--- src/rtl/mem_access_unit.sv ---
// -----------------------------------------------------------------------------
// mem_access_unit
// Memory-access stage of the LC3 pipeline. Captures one execute-stage record
// while idle, performs the data-memory read/write it needs over a
// request/ready handshake (with an extra pointer read for LDI/STI), then
// presents a one-cycle writeback record. Upstream is stalled while busy.
//
// Optional feature macro: MEM_TIMEOUT_EN
//   defined   : per-request wait counter; a request that is not answered
//               within TIMEOUT_CYCLES request cycles is abandoned, the
//               writeback carries wb_en=0 / wb_data=0 and mem_err latches.
//   undefined : requests wait indefinitely, mem_err is tied low.
//
// Ports
//   clock, reset          : rising-edge clock, synchronous active-high reset
//   enable_mem            : execute-stage record valid
//   IR_Exec, aluout,
//   pcout, M_Data         : instruction, ALU result, effective address, store data
//   W_Control_in          : writeback select (00 alu, 01 mem, 10 pc, 11 alu)
//   Mem_Control_in        : instruction uses memory
//   Data_dout, Data_ready : memory read data and completion strobe
//   Data_addr, Data_din,
//   Data_rd, Data_req     : memory request (address, write data, dir, valid)
//   mem_stall             : upstream must hold
//   wb_valid, wb_en,
//   wb_dr, wb_data        : writeback record
//   mem_err               : sticky timeout flag
//
// All outputs are registers loaded from their next-cycle values.
// -----------------------------------------------------------------------------
module mem_access_unit #(
  parameter int DATA_W         = 16,
  parameter int TIMEOUT_CYCLES = 16
) (
  input  logic              clock,
  input  logic              reset,
  input  logic              enable_mem,
  input  logic [15:0]       IR_Exec,
  input  logic [DATA_W-1:0] aluout,
  input  logic [DATA_W-1:0] pcout,
  input  logic [DATA_W-1:0] M_Data,
  input  logic [1:0]        W_Control_in,
  input  logic              Mem_Control_in,
  input  logic [DATA_W-1:0] Data_dout,
  input  logic              Data_ready,
  output logic [DATA_W-1:0] Data_addr,
  output logic [DATA_W-1:0] Data_din,
  output logic              Data_rd,
  output logic              Data_req,
  output logic              mem_stall,
  output logic              wb_valid,
  output logic              wb_en,
  output logic [2:0]        wb_dr,
  output logic [DATA_W-1:0] wb_data,
  output logic              mem_err
);

  typedef enum logic [1:0] {
    S_IDLE   = 2'd0,
    S_IND_RD = 2'd1,
    S_ACCESS = 2'd2,
    S_WB     = 2'd3
  } state_t;

  // Opcode class: {is_mem, is_indirect, is_store}. Memory opcodes only count
  // when the execute stage flags the instruction as a memory user.
  function automatic logic [2:0] f_decode(input logic [3:0] op, input logic mem_ctl);
    logic [2:0] cls;
    case (op)
      4'b0010, 4'b0110: cls = 3'b100;  // LD, LDR
      4'b1010:          cls = 3'b110;  // LDI
      4'b0011, 4'b0111: cls = 3'b101;  // ST, STR
      4'b1011:          cls = 3'b111;  // STI
      default:          cls = 3'b000;
    endcase
    return mem_ctl ? cls : 3'b000;
  endfunction

  // Writeback source select; the reserved code behaves like the ALU path.
  function automatic logic [DATA_W-1:0] f_wb_sel(
    input logic [1:0]        sel,
    input logic [DATA_W-1:0] alu,
    input logic [DATA_W-1:0] mem,
    input logic [DATA_W-1:0] pc
  );
    case (sel)
      2'b01:   return mem;
      2'b10:   return pc;
      default: return alu;
    endcase
  endfunction

  state_t            r_state;
  state_t            w_nxt_state;

  // Latched execute record (only IR[11:9] is needed after decode)
  logic [2:0]        r_ir_dr;
  logic [DATA_W-1:0] r_alu;
  logic [DATA_W-1:0] r_pc;
  logic [DATA_W-1:0] r_mdata;
  logic [1:0]        r_wctl;
  logic              r_is_store;

  // Output registers
  logic [DATA_W-1:0] r_data_addr;
  logic [DATA_W-1:0] r_data_din;
  logic              r_data_rd;
  logic              r_data_req;
  logic              r_mem_stall;
  logic              r_wb_valid;
  logic              r_wb_en;
  logic [2:0]        r_wb_dr;
  logic [DATA_W-1:0] r_wb_data;

  logic [2:0]        w_dec;
  logic              w_capture;
  logic              w_timeout;
  logic              w_tmo_hit;

  // Current-record views: the inputs on the capture cycle, the latches after.
  logic [2:0]        w_dr_src;
  logic [DATA_W-1:0] w_alu_src;
  logic [DATA_W-1:0] w_pc_src;
  logic [DATA_W-1:0] w_mdata_src;
  logic [1:0]        w_wctl_src;
  logic              w_store_src;
  logic [DATA_W-1:0] w_mem_data;

  logic [DATA_W-1:0] w_nxt_addr;
  logic [DATA_W-1:0] w_nxt_din;
  logic              w_nxt_rd;
  logic              w_nxt_req;
  logic              w_nxt_wb_valid;
  logic              w_nxt_wb_en;
  logic [2:0]        w_nxt_wb_dr;
  logic [DATA_W-1:0] w_nxt_wb_data;

  logic              w_unused_ir;

  assign w_unused_ir = ^IR_Exec[8:0];
  assign w_dec       = f_decode(IR_Exec[15:12], Mem_Control_in);

  assign w_dr_src    = w_capture ? IR_Exec[11:9] : r_ir_dr;
  assign w_alu_src   = w_capture ? aluout        : r_alu;
  assign w_pc_src    = w_capture ? pcout         : r_pc;
  assign w_mdata_src = w_capture ? M_Data        : r_mdata;
  assign w_wctl_src  = w_capture ? W_Control_in  : r_wctl;
  assign w_store_src = w_capture ? w_dec[0]      : r_is_store;

  // Read data is only meaningful on the completing cycle of a load access.
  assign w_mem_data  = ((r_state == S_ACCESS) && !r_is_store) ? Data_dout : '0;

`ifdef MEM_TIMEOUT_EN
  logic [7:0] r_wait_cnt;
  logic       r_mem_err;

  // Wait-state counter: counts unanswered request cycles within one phase.
  always_ff @(posedge clock) begin
    if (reset) begin
      r_wait_cnt <= 8'd0;
      r_mem_err  <= 1'b0;
    end else begin
      if (w_nxt_state != r_state) begin
        r_wait_cnt <= 8'd0;
      end else if ((r_state == S_IND_RD) || (r_state == S_ACCESS)) begin
        r_wait_cnt <= r_wait_cnt + 8'd1;
      end else begin
        r_wait_cnt <= 8'd0;
      end
      if (w_timeout) begin
        r_mem_err <= 1'b1;
      end else begin
        r_mem_err <= r_mem_err;
      end
    end
  end

  // The last allowed request cycle is the one where the count reaches limit-1.
  assign w_tmo_hit = (r_wait_cnt == 8'(TIMEOUT_CYCLES - 1));
  assign mem_err   = r_mem_err;
`else
  assign w_tmo_hit = 1'b0;
  assign mem_err   = 1'b0;
`endif

  // Next-state logic; Data_ready is only looked at in the requesting states.
  always_comb begin
    w_nxt_state = r_state;
    w_capture   = 1'b0;
    w_timeout   = 1'b0;
    case (r_state)
      S_IDLE: begin
        if (enable_mem) begin
          w_capture = 1'b1;
          if (!w_dec[2]) begin
            w_nxt_state = S_WB;
          end else if (w_dec[1]) begin
            w_nxt_state = S_IND_RD;
          end else begin
            w_nxt_state = S_ACCESS;
          end
        end else begin
          w_nxt_state = S_IDLE;
        end
      end
      S_IND_RD, S_ACCESS: begin
        if (Data_ready) begin
          w_nxt_state = (r_state == S_IND_RD) ? S_ACCESS : S_WB;
        end else if (w_tmo_hit) begin
          w_nxt_state = S_WB;
          w_timeout   = 1'b1;
        end else begin
          w_nxt_state = r_state;
        end
      end
      S_WB:    w_nxt_state = S_IDLE;
      default: w_nxt_state = S_IDLE;
    endcase
  end

  // Next values of the registered outputs, keyed on the state being entered.
  always_comb begin
    w_nxt_addr     = r_data_addr;
    w_nxt_din      = r_data_din;
    w_nxt_rd       = r_data_rd;
    w_nxt_req      = 1'b0;
    w_nxt_wb_valid = 1'b0;
    w_nxt_wb_en    = 1'b0;
    w_nxt_wb_dr    = r_wb_dr;
    w_nxt_wb_data  = r_wb_data;
    case (w_nxt_state)
      S_IND_RD: begin
        w_nxt_req  = 1'b1;
        w_nxt_rd   = 1'b1;
        w_nxt_addr = w_pc_src;
        w_nxt_din  = w_mdata_src;
      end
      S_ACCESS: begin
        w_nxt_req = 1'b1;
        w_nxt_rd  = ~w_store_src;
        w_nxt_din = w_mdata_src;
        // Pointer from the indirect read, else hold an open access, else pcout
        if (r_state == S_IND_RD) begin
          w_nxt_addr = Data_dout;
        end else if (r_state == S_ACCESS) begin
          w_nxt_addr = r_data_addr;
        end else begin
          w_nxt_addr = w_pc_src;
        end
      end
      S_WB: begin
        w_nxt_wb_valid = 1'b1;
        w_nxt_wb_en    = ~w_timeout & ~w_store_src;
        w_nxt_wb_dr    = w_dr_src;
        if (w_timeout) begin
          w_nxt_wb_data = '0;
        end else begin
          w_nxt_wb_data = f_wb_sel(w_wctl_src, w_alu_src, w_mem_data, w_pc_src);
        end
      end
      default: begin
        w_nxt_req = 1'b0;
      end
    endcase
  end

  // State, record latches and output registers.
  always_ff @(posedge clock) begin
    if (reset) begin
      r_state     <= S_IDLE;
      r_ir_dr     <= 3'd0;
      r_alu       <= '0;
      r_pc        <= '0;
      r_mdata     <= '0;
      r_wctl      <= 2'b00;
      r_is_store  <= 1'b0;
      r_data_addr <= '0;
      r_data_din  <= '0;
      r_data_rd   <= 1'b0;
      r_data_req  <= 1'b0;
      r_mem_stall <= 1'b0;
      r_wb_valid  <= 1'b0;
      r_wb_en     <= 1'b0;
      r_wb_dr     <= 3'd0;
      r_wb_data   <= '0;
    end else begin
      r_state <= w_nxt_state;
      if (w_capture) begin
        r_ir_dr    <= IR_Exec[11:9];
        r_alu      <= aluout;
        r_pc       <= pcout;
        r_mdata    <= M_Data;
        r_wctl     <= W_Control_in;
        r_is_store <= w_dec[0];
      end
      r_data_addr <= w_nxt_addr;
      r_data_din  <= w_nxt_din;
      r_data_rd   <= w_nxt_rd;
      r_data_req  <= w_nxt_req;
      r_mem_stall <= (w_nxt_state != S_IDLE);
      r_wb_valid  <= w_nxt_wb_valid;
      r_wb_en     <= w_nxt_wb_en;
      r_wb_dr     <= w_nxt_wb_dr;
      r_wb_data   <= w_nxt_wb_data;
    end
  end

  assign Data_addr = r_data_addr;
  assign Data_din  = r_data_din;
  assign Data_rd   = r_data_rd;
  assign Data_req  = r_data_req;
  assign mem_stall = r_mem_stall;
  assign wb_valid  = r_wb_valid;
  assign wb_en     = r_wb_en;
  assign wb_dr     = r_wb_dr;
  assign wb_data   = r_wb_data;

endmodule

--- config.mk ---
export PLATFORM = sky130hd
export DESIGN_NAME = mem_access_unit
export DESIGN_NICKNAME = d
export VERILOG_FILES = /design/src/rtl/mem_access_unit.sv
export SDC_FILE = /design/constraint.sdc
export NUM_CORES = 1
export LEC_CHECK = 0
export ABC_CLOCK_PERIOD_IN_PS = 2200
export BUFFER_PORTS_ARGS = -buffer_cell sky130_fd_sc_hd__buf_2
export CAP_MARGIN = 10
export CORE_MARGIN = 2
export CORE_UTILIZATION = 45
export CTS_BUF_LIST = sky130_fd_sc_hd__clkbuf_16
export CTS_CLUSTER_SIZE = 12
export DETAILED_ROUTE_END_ITERATION = 10
export GPL_TIMING_DRIVEN = 0
export PLACE_DENSITY_LB_ADDON = 0.15
export REMOVE_ABC_BUFFERS = 1
export SYNTH_ARGS = -nofsm -noshare
export SYNTH_HDL_FRONTEND = slang
export SYNTH_SLANG_ARGS = --single-unit
--- constraint.sdc ---
create_clock -name clock -period 2.2 [get_ports clock]
set_input_delay 0.11 -clock clock [delete_from_list [all_inputs] [get_ports clock]]
set_output_delay 0.11 -clock clock [all_outputs]
set_load 0.01 [all_outputs]
Word-level counts from Yosys, hierarchy flattened
Index checks and enable logic that the tools add are counted.
{"block": "totals", "reg_bits": 112, "latchBits": 0, "ram_bits": 0, "romBits": 0, "in_bits": 87, "n_memories": 0}
{"block": "classes", "n_addsub": 0, "n_mul": 0, "div_mod_pow": 0, "n_lt_le_gt_ge": 0, "n_eq_ne": 15, "n_shift": 0, "mux": 24, "bitwise": 2, "reduce_logical": 11}
{"op": "2-to-1 mux 16 bit", "n": 6}
{"op": "one-hot mux 16 bit (2 select lines)", "n": 2}
{"op": "one-hot mux 3 bit (4 select lines)", "n": 1}
{"op": "== test 2 bit, second input constant", "n": 5}
{"op": "2-to-1 mux 2 bit", "n": 5}
{"op": "OR reduction 2 bit", "n": 5}
{"op": "== test 4 x 2 -> 1 bit, second input constant", "n": 2}
{"op": "== test 4 x 3 -> 1 bit, second input constant", "n": 2}
{"op": "== test 4 bit, second input constant", "n": 2}
{"op": "== test 2 x 1 -> 1 bit, second input constant", "n": 3}
{"op": "2-to-1 mux 1 bit", "n": 6}
{"op": "2-to-1 mux 3 bit", "n": 2}
{"op": "one-hot mux 2 bit (3 select lines)", "n": 1}
{"op": "nonzero test 2 bit", "n": 2}
{"op": "inequality test 3 bit, second input constant", "n": 1}
{"op": "logical NOT 2 bit", "n": 1}
{"op": "inverter 1 bit", "n": 2}
{"op": "one-hot mux 1 bit (2 select lines)", "n": 1}
{"op": "AND reduction 2 bit", "n": 1}
{"op": "logical AND 1 bit", "n": 1}
{"op": "logical NOT 1 bit", "n": 1}

Longest topological paths before layout
Gate-level depths: netlist of run 1.
{"block": "depth", "depth_word": 11, "depth_mapped": 13}

Least setup slack after synthesis of run 1
OpenSTA, ideal clock, no wires.
{"block": "synth_timing", "path_kind": "register to register", "start": "register r_state[0]", "end": "register r_wb_data[10] (netlist: wb_data[10])", "t_arrival_ps": 2316, "t_required_ps": 2083, "path_slack_ps": -233, "path_stages_with_launch": 14, "period_less_slack_ps": 2433, "path_cell_list": "dfxtp_1 > inv_1 > ha_1 > nand2_4 > buf_4 > mux2i_1 > inv_1 > ha_1 > and3b_1 > clkbuf_1 > buf_2 > a21oi_1 > o21ai_0 > a22o_1"}
{"block": "synth_between", "elab_chain_len": 5}
{"item": "start: declaration", "line": "93", "rtl": "state_t r_state;"}
{"item": "start signal: assignment", "line": "287", "rtl": "r_state <= w_nxt_state;"}
{"item": "logical NOT 2 bit *", "line": "191", "rtl": "case (r_state)"}
{"item": "2-to-1 mux 1 bit *", "line": "191"}
{"item": "2-to-1 mux 2 bit *"}
{"item": "net w_wctl_src[0]", "line": "125", "rtl": "logic [1:0] w_wctl_src;"}
{"item": "== test 2 bit or == test 2 x 1 -> 1 bit (tied branches)", "line": "86", "rtl": "case (sel)"}
{"item": "one-hot mux 16 bit (2 select lines) *", "line": "86"}
{"item": "end signal: assignment", "line": "304", "rtl": "r_wb_data <= w_nxt_wb_data;"}
{"item": "end: declaration", "line": "113", "rtl": "logic [DATA_W-1:0] r_wb_data;"}
Mark *: on every way through the listed nets, which the timed path passes. The rest lies on a longest branch.
A chain may end at the register's enable or synchronous reset.

Worst setup path in the final report of run 1
{"block": "layout_timing", "start": "register r_state[1]", "end": "register r_data_addr[15] (netlist: Data_addr[15])"}
{"item": "== test 2 bit or == test 2 x 1 -> 1 bit (tied branches)", "line": "191"}
{"item": "OR reduction 2 bit", "line": "191"}
{"item": "one-hot mux 2 bit (3 select lines) *", "line": "191"}
{"item": "net w_nxt_state[1]", "line": "94", "rtl": "state_t w_nxt_state;"}
{"item": "== test 2 bit or == test 2 x 1 -> 1 bit (tied branches)", "line": "231", "rtl": "case (w_nxt_state)"}
{"item": "inequality test 3 bit (no source line) or nonzero test 2 bit (tied branches)"}
{"item": "AND reduction 2 bit (no source line)"}
{"item": "end signal: assignment", "line": "296", "rtl": "r_data_addr <= w_nxt_addr;"}
{"item": "end: declaration", "line": "105", "rtl": "logic [DATA_W-1:0] r_data_addr;"}
Mark *: on every way through the listed nets, which the timed path passes. The rest lies on a longest branch. The select of a mux whose other input is x is not followed.

==> reports/metrics.yaml, run 1 <==
grt:
  grt.overflow.total: 0
  grt_use_total_pct: 21.22
  grt_pass1_wl_um: 17130
  antenna_found_initial: 0
  grt_pass1_vias: 3520
  grt_start_max_net_pins: 83
power_and_ir_drop:
  leakage_nw: 2.804
  vdd_ir_drop_max_uv: 447.4
  p_per_area_mw_per_mm2: 960.3
yosys:
  yosysUniqueCellTypes: 30
  yosysWarnings: 0
  netlist_instances: 451
  seq_area_frac_synth_pct: 51.64
  syn_avg_cell_area_sq_um: 9.627
  syn_area_sq_mm: 0.004342
  ys_ff_latch: 112
outcome:
  status: "completed"
timing:
  post-route-period-util_pct: 98.30
  max_freq_mhz: 462.4
  slew-limit-headroom_pct: 37.42
  finalSetupViolCount: 0
  clock_skew_ps: 8.415
  slew_violations: 0
  worst_slew_pin_slew_ps: 938.7
  min_period_ps: 2163
  hold-worst-slack_ps: 32.48
  grt_setup_unrepaired: "yes"
  hold_violations: 0
layout:
  nets: 677
  diodes: 0
  seq_area_sq_mm: 0.002247
  multi_input_area_sq_mm: 0.002111
  layout-drive-gt1-share_pct: 33.45
  design_area_sq_mm: 0.005794
  fillers: 829
  syn_to_final_growth_pct: 33.46
drt:
  drt_iter0_drc: 93
  firstDrtPassIters: 5
  antenna_left: 0
  vias_per_cell: 5.183
  wl_per_cell_um: 16.39
  wl_um: 11720
  drc: 0
  vias: 3706
min_path:
  hp-start: "M_Data[11]"
  min_path_type: "in2reg"
clock_tree:
  cts_sinks: 112
  numCtsBuffers: 9
  htreeDepth: 3
  cts.root.buffer_cell: "clkbuf_16"
  clock_latency_ps: 330
  clockBufferDepth: 2
  cts.clk_slew.worst_paths_ps: 70
  ctsHoldBuffers: 0
  cts_tree: "done"
setup_path:
  required_ps: 2480
  crit_start: "r_state[1]$_SDFF_PP0_"
  critical_path_buf_inv_count: 4
  crit_type: "reg2reg"
  worstPathArrival_ps: 2440
  critPathMaxStageDelay_ps: 370
  crit_chain: "inv_4 > ha_4 > nand2b_4 > nor2_4 > a31oi_4 > inv_2 > ha_4 > and3b_2 > buf_6 > nor3_4 > clkbuf_16 > a22o_1"
  critPathTopFamily: "simple AND/OR/NAND/NOR gates"
  worstSetupEndpointType: "register"
  critPathLaunchType: "register"
  crit_top_cell: "ha_4"
  crit_path_top_delay_cell: "dfxtp_2"
  path_max_fanout: 8
  timing.rr.start: "r_state[1]$_SDFF_PP0_"
floorplan:
  die_x_um: 102.2
  die_h_um: 102.2
  core.rowCount: 35
  coreArea_sq_mm: 0.009284
  ios: 144
  initial_core_util_pct: 46.77
  die_area_sq_mm: 0.01045
placed_design:
  place_congestion: 0.7659
  place_hpwl_um: 6856
  io_buffers: 133
  place_area_sq_mm: 0.005017
run:
  max_cap_viol_count: 0
==> where the power goes <==
part / internal [mW] / total, mW / leakage [nW] / switching, mW
Clock: 1.12 / 1.83 / 0.171 / 0.712
Combinational: 0.615 / 1.38 / 1.71 / 0.767
Sequential: 2.25 / 2.35 / 0.920 / 0.100
Total: 3.99 / 5.56 / 2.80 / 1.58
==> path summary, 6_finish.rpt <==
path                                end  slack (ps)  depth (start not counted)
max          Data_addr[15]$_SDFFE_PP0P_          40                         12
min              r_mdata[11]$_SDFF_PP0_          30                          3
max reg2reg  Data_addr[15]$_SDFFE_PP0P_          40                         12
min reg2reg     wb_data[6]$_SDFFE_PP0P_         470                          1
==> state kept, by name, indices dropped and copies added, names as in the netlist, 3 cells and up <==
register	flops
wb_dr	3
wb_data	16
r_ir_dr	3
r_mdata	16
r_pc	16
r_alu	16
Data_din	16
Data_addr	16
==> layout by cell type, fill, tap and decap left out, types with 4 or more instances in the layout <==
cell type	n
a211oi_1	19
a21oi_1	47
a22o_1	32
buf_2	132
buf_4	9
clkbuf_16	11
dfxtp_1	110
ha_4	5
inv_1	6
mux2i_1	51
nor2_1	95
nor2_4	4
o21ai_0	15
==> Yosys cell counts, drive strengths merged <==
| library cell | number | area share [%] |
|---|---|---|
| clkbuf | 18 | 1.6 |
| dfxtp | 112 | 52 |
| nor2 | 99 | 8.6 |
| o21a | 1 | 0.17 |
| a21oi | 47 | 5.4 |
| a31oi | 2 | 0.29 |
| nor3 | 1 | 0.23 |
| nand2 | 5 | 0.61 |
| o21ai | 17 | 2.0 |
| nor2b | 1 | 0.14 |
| a211oi | 19 | 3.3 |
| inv | 9 | 0.78 |
| and3b | 2 | 0.40 |
| o21bai | 1 | 0.17 |
| conb | 1 | 0.086 |
| a32o | 1 | 0.23 |
| buf | 15 | 2.2 |
| a22o | 32 | 6.5 |
| a41oi | 1 | 0.20 |
| o211ai | 1 | 0.17 |
| nand4b | 1 | 0.20 |
| ha | 9 | 2.6 |
| nand2b | 2 | 0.29 |
| clkinv | 1 | 0.086 |
| mux2i | 53 | 12 |
==> cell type report <==
cell class | instances | share of cell area (%)
clock buffer | 9 | 3.887
clock inverter | 7 | 2.073
inverter | 10 | 0.9285
multi-input combinational | 299 | 36.43
sequential | 112 | 38.78
tap | 129 | 2.786
timing repair buffer | 149 | 15.12
==> stage by stage <==
step	power (mW)	utilization (%)	cells	setup WS (ps)	TNS, ps
floorplan	3.070	-	418	-547.5	-13480
global placement	3.469	53.89	680	-1231	-41880
detailed placement	3.509	54.04	681	-1310	-43880
CTS	5.514	60.66	706	12.43	0
global route	5.840	62.41	715	-56.80	-539.7
finish	5.564	62.41	715	37.32	0
==> worst register-to-register path: cells and delay by family (launching register included) <==
kind                     cells  cell delay [ps]
adder cells (fa/ha/maj)      2              410
AND/OR/NAND/NOR              4              580
buffers and inverters        4              470
AO/OA/AOI/OAI                2              280
flip-flops                   1              370
==> logic make-up (layout without fill, tap and decap cells) <==
family / after synthesis / after routing / synth area share (%)
AO/OA/AOI/OAI: 122 / 122 / 18.36
adder cells (fa/ha/maj): 9 / 9 / 2.594
buffers and inverters: 43 / 175 / 4.668
flip-flops: 112 / 112 / 51.64
multiplexers: 53 / 53 / 12.22
other: 1 / 1 / 0.08637
AND/OR/NAND/NOR: 111 / 114 / 10.43
==> routing by layer <==
layer	up-vias	track usage, %	share of wire (%)
met5	-	0	0
met4	0	6.564	0.84
met3	11	5.267	6.9
met2	130	35.73	48
met1	1716	26.93	44
li1	1849	-	-
==> repair_timing <==
action / in CTS / in global routing
setup endpoints to repair: 51 / 32
buffers inserted: 6 / 7
gates cloned: 3 / 2
gates resized for setup: 39 / 14
pin swaps: 3 / 20
No activity file was read; power rests on OpenSTA's default activity.
==> inputs of run 2 (changes only) <==
CORE_UTILIZATION = 30   (was 45)
==> reports/metrics.yaml, run 2 (synthesized netlist as in run 1, its figures left out) <==
outcome:
  status: "completed"  # unchanged
placed_design:
  place_congestion: 0.7619  # was 0.7659
  place_hpwl_um: 7495  # was 6856 um
  io_buffers: 133  # unchanged
grt:
  antenna_found_initial: 0  # unchanged
  grt.overflow.total: 0  # unchanged
  grt_pass1_vias: 3624  # was 3520
  grt_start_max_net_pins: 83  # unchanged
  grt_pass1_wl_um: 19490  # was 17130 um
  grt_use_total_pct: 16.06  # was 21.22%
power_and_ir_drop:
  finalPower_mw: 5.394  # was 5.564 mW
  vdd_ir_drop_max_uv: 481.9  # was 447.4 uV
  leakage_nw: 2.756  # was 2.804 nW
  p_per_area_mw_per_mm2: 929.7  # was 960.3 mW/mm^2
setup_path:
  crit_type: "reg2reg"  # unchanged
  crit_top_cell: "nor2_4"  # was ha_4
  critPathLaunchType: "register"  # unchanged
  critical_path_buf_inv_count: 3  # was 4
  worstRegToRegCells: 12  # unchanged
  critPathTopFamily: "simple AND/OR/NAND/NOR gates"  # unchanged
  path_max_fanout: 8  # unchanged
  worstPathArrival_ps: 2430  # was 2440 ps
  required_ps: 2440  # was 2480 ps
  crit_cells: 12  # unchanged
  critPathMaxStageDelay_ps: 380  # was 370 ps
  crit_chain: "inv_6 > ha_4 > nand2b_4 > nor2_4 > a31oi_4 > inv_2 > ha_4 > and3b_2 > nor2_4 > nor2_4 > clkbuf_16 > a22o_1"  # was inv_4 > ha_4 > nand2b_4 > nor2_4 > a31oi_4 > inv_2 > ha_4 > and3b_2 > buf_6 > nor3_4 > clkbuf_16 > a22o_1
  worstSetupEndpointType: "register"  # unchanged
  crit_path_top_delay_cell: "dfxtp_4"  # was dfxtp_2
timing:
  finalSetupViolCount: 0  # unchanged
  hold-worst-slack_ps: 15.32  # was 32.48 ps
  post-route-period-util_pct: 99.18  # was 98.30%
  slew_violations: 0  # unchanged
  min_period_ps: 2182  # was 2163 ps
  hold_violations: 0  # unchanged
  grt_setup_unrepaired: "yes"  # unchanged
  slew-limit-headroom_pct: 36.68  # was 37.42%
  max_freq_mhz: 458.3  # was 462.4 MHz
  tns_ps: 0  # unchanged
  clock_skew_ps: 5.830  # was 8.415 ps
  worst_slew_pin_slew_ps: 949.8  # was 938.7 ps
layout:
  layout_commonest_cell: "buf_2"  # unchanged
  multi_input_area_sq_mm: 0.002125  # was 0.002111 sq mm
  nets: 678  # was 677
  layout_common_cells: "buf_2 (132), dfxtp_1 (110), nor2_1 (95), mux2i_1 (51), a21oi_1 (44)"  # was buf_2 (132), dfxtp_1 (110), nor2_1 (95), mux2i_1 (51), a21oi_1 (47)
  syn_to_final_growth_pct: 33.63  # was 33.46%
  seq_area_sq_mm: 0.002247  # unchanged
  layout-drive-gt1-share_pct: 33.96  # was 33.45%
  diodes: 0  # unchanged
  fillers: 1445  # was 829
clock_tree:
  cts.clk_slew.worst_paths_ps: 70  # about the same
  clock_latency_ps: 350  # was 330 ps
  clockBufferDepth: 2  # unchanged
  htreeDepth: 3  # unchanged
  numCtsBuffers: 9  # unchanged
  cts_sinks: 112  # unchanged
  cts_tree: "done"  # unchanged
  cts.root.buffer_cell: "clkbuf_16"  # unchanged
drt:
  drc: 0  # unchanged
  antenna_left: 0  # unchanged
  wl_per_cell_um: 17.31  # was 16.39 um
  firstDrtPassIters: 4  # was 5
  drt_iter0_drc: 190  # was 93
  vias: 3682  # was 3706
  vias_per_cell: 4.807  # was 5.183
  wl_um: 13260  # was 11720 um
floorplan:
  coreArea_sq_mm: 0.01399  # was 0.009284 sq mm
  die_x_um: 124.3  # was 102.2 um
  core.rowCount: 43  # was 35
  die_h_um: 124.3  # was 102.2 um
  ios: 144  # unchanged
  die_area_sq_mm: 0.01545  # was 0.01045 sq mm
  initial_core_util_pct: 31.04  # was 46.77%
run:
  max_cap_viol_count: 0  # unchanged
min_path:
  min_path_type: "in2reg"  # unchanged
  hold_path_depth: 3  # unchanged
## run 2: cell count changes in the layout (fill, tap and decap cells not counted), sizes merged
cell / previous run / this run
inv: 10 / 9
dlygate4sd3: 0 / 1
bufinv: 3 / 1
buf: 147 / 148
clkinvlp: 1 / 4
clkinv: 3 / 2
clkbuf: 11 / 10
## run 2: layout make-up
type,count,area share [%]
tap,180,3.882
timing repair buffer,150,14.75
inverter,10,0.9273
clock buffer,9,3.882
clock inverter,6,1.208
multi-input combinational,299,36.62
sequential,112,38.73
## run 2: what timing repair did
item,4_1_cts,5_1_grt
hold endpoints to repair,1,0
resized for setup,27,26
hold buffers,1,0
pin swaps,3,24
buffers inserted,5,9
endpoints found under the setup margin,52,49
gates cloned,2,2
## run 2: per-stage QoR
step                      instance area, sq um  cells  util [%]  setup slack (ps)
after floorplan                           4177    418         -            -547.5
after global placement                    5067    731     36.23             -1365
after detailed placement                  5090    732     36.39             -1417
after CTS                                 5575    755     39.86            -30.86
after global routing                      5802    766     41.48            -44.25
final                                     5802    766     41.48             17.94
## run 2: power by group
part | total, mW | leakage (nW) | switching, mW | internal [mW]
Clock | 1.65 | 0.134 | 0.767 | 0.884
Combinational | 1.39 | 1.70 | 0.795 | 0.597
Sequential | 2.35 | 0.920 | 0.0990 | 2.25
## run 2: worst min-delay path: cells and delay by family
family | cells | cell delay (ps)
simple gates | 1 | 80
buf+inv | 1 | 80
mux | 1 | 70
## run 2: final timing paths
check	start	end	slack, ps
setup / recovery	r_state[1]$_SDFF_PP0_	Data_addr[9]$_SDFFE_PP0P_	20
hold / removal	M_Data[5]	r_mdata[5]$_SDFF_PP0_	20
setup reg to reg	r_state[1]$_SDFF_PP0_	Data_addr[9]$_SDFFE_PP0P_	20
hold reg to reg	wb_data[3]$_SDFFE_PP0P_	wb_data[3]$_SDFFE_PP0P_	470
## run 2: layer usage
metal	up-vias	global-route usage (%)	part of all wire [%]
met4	0	7.469	2.3
met3	22	3.050	4.8
li1	1839	-	-
met5	-	0	0
met2	108	25.55	46
met1	1713	21.05	47
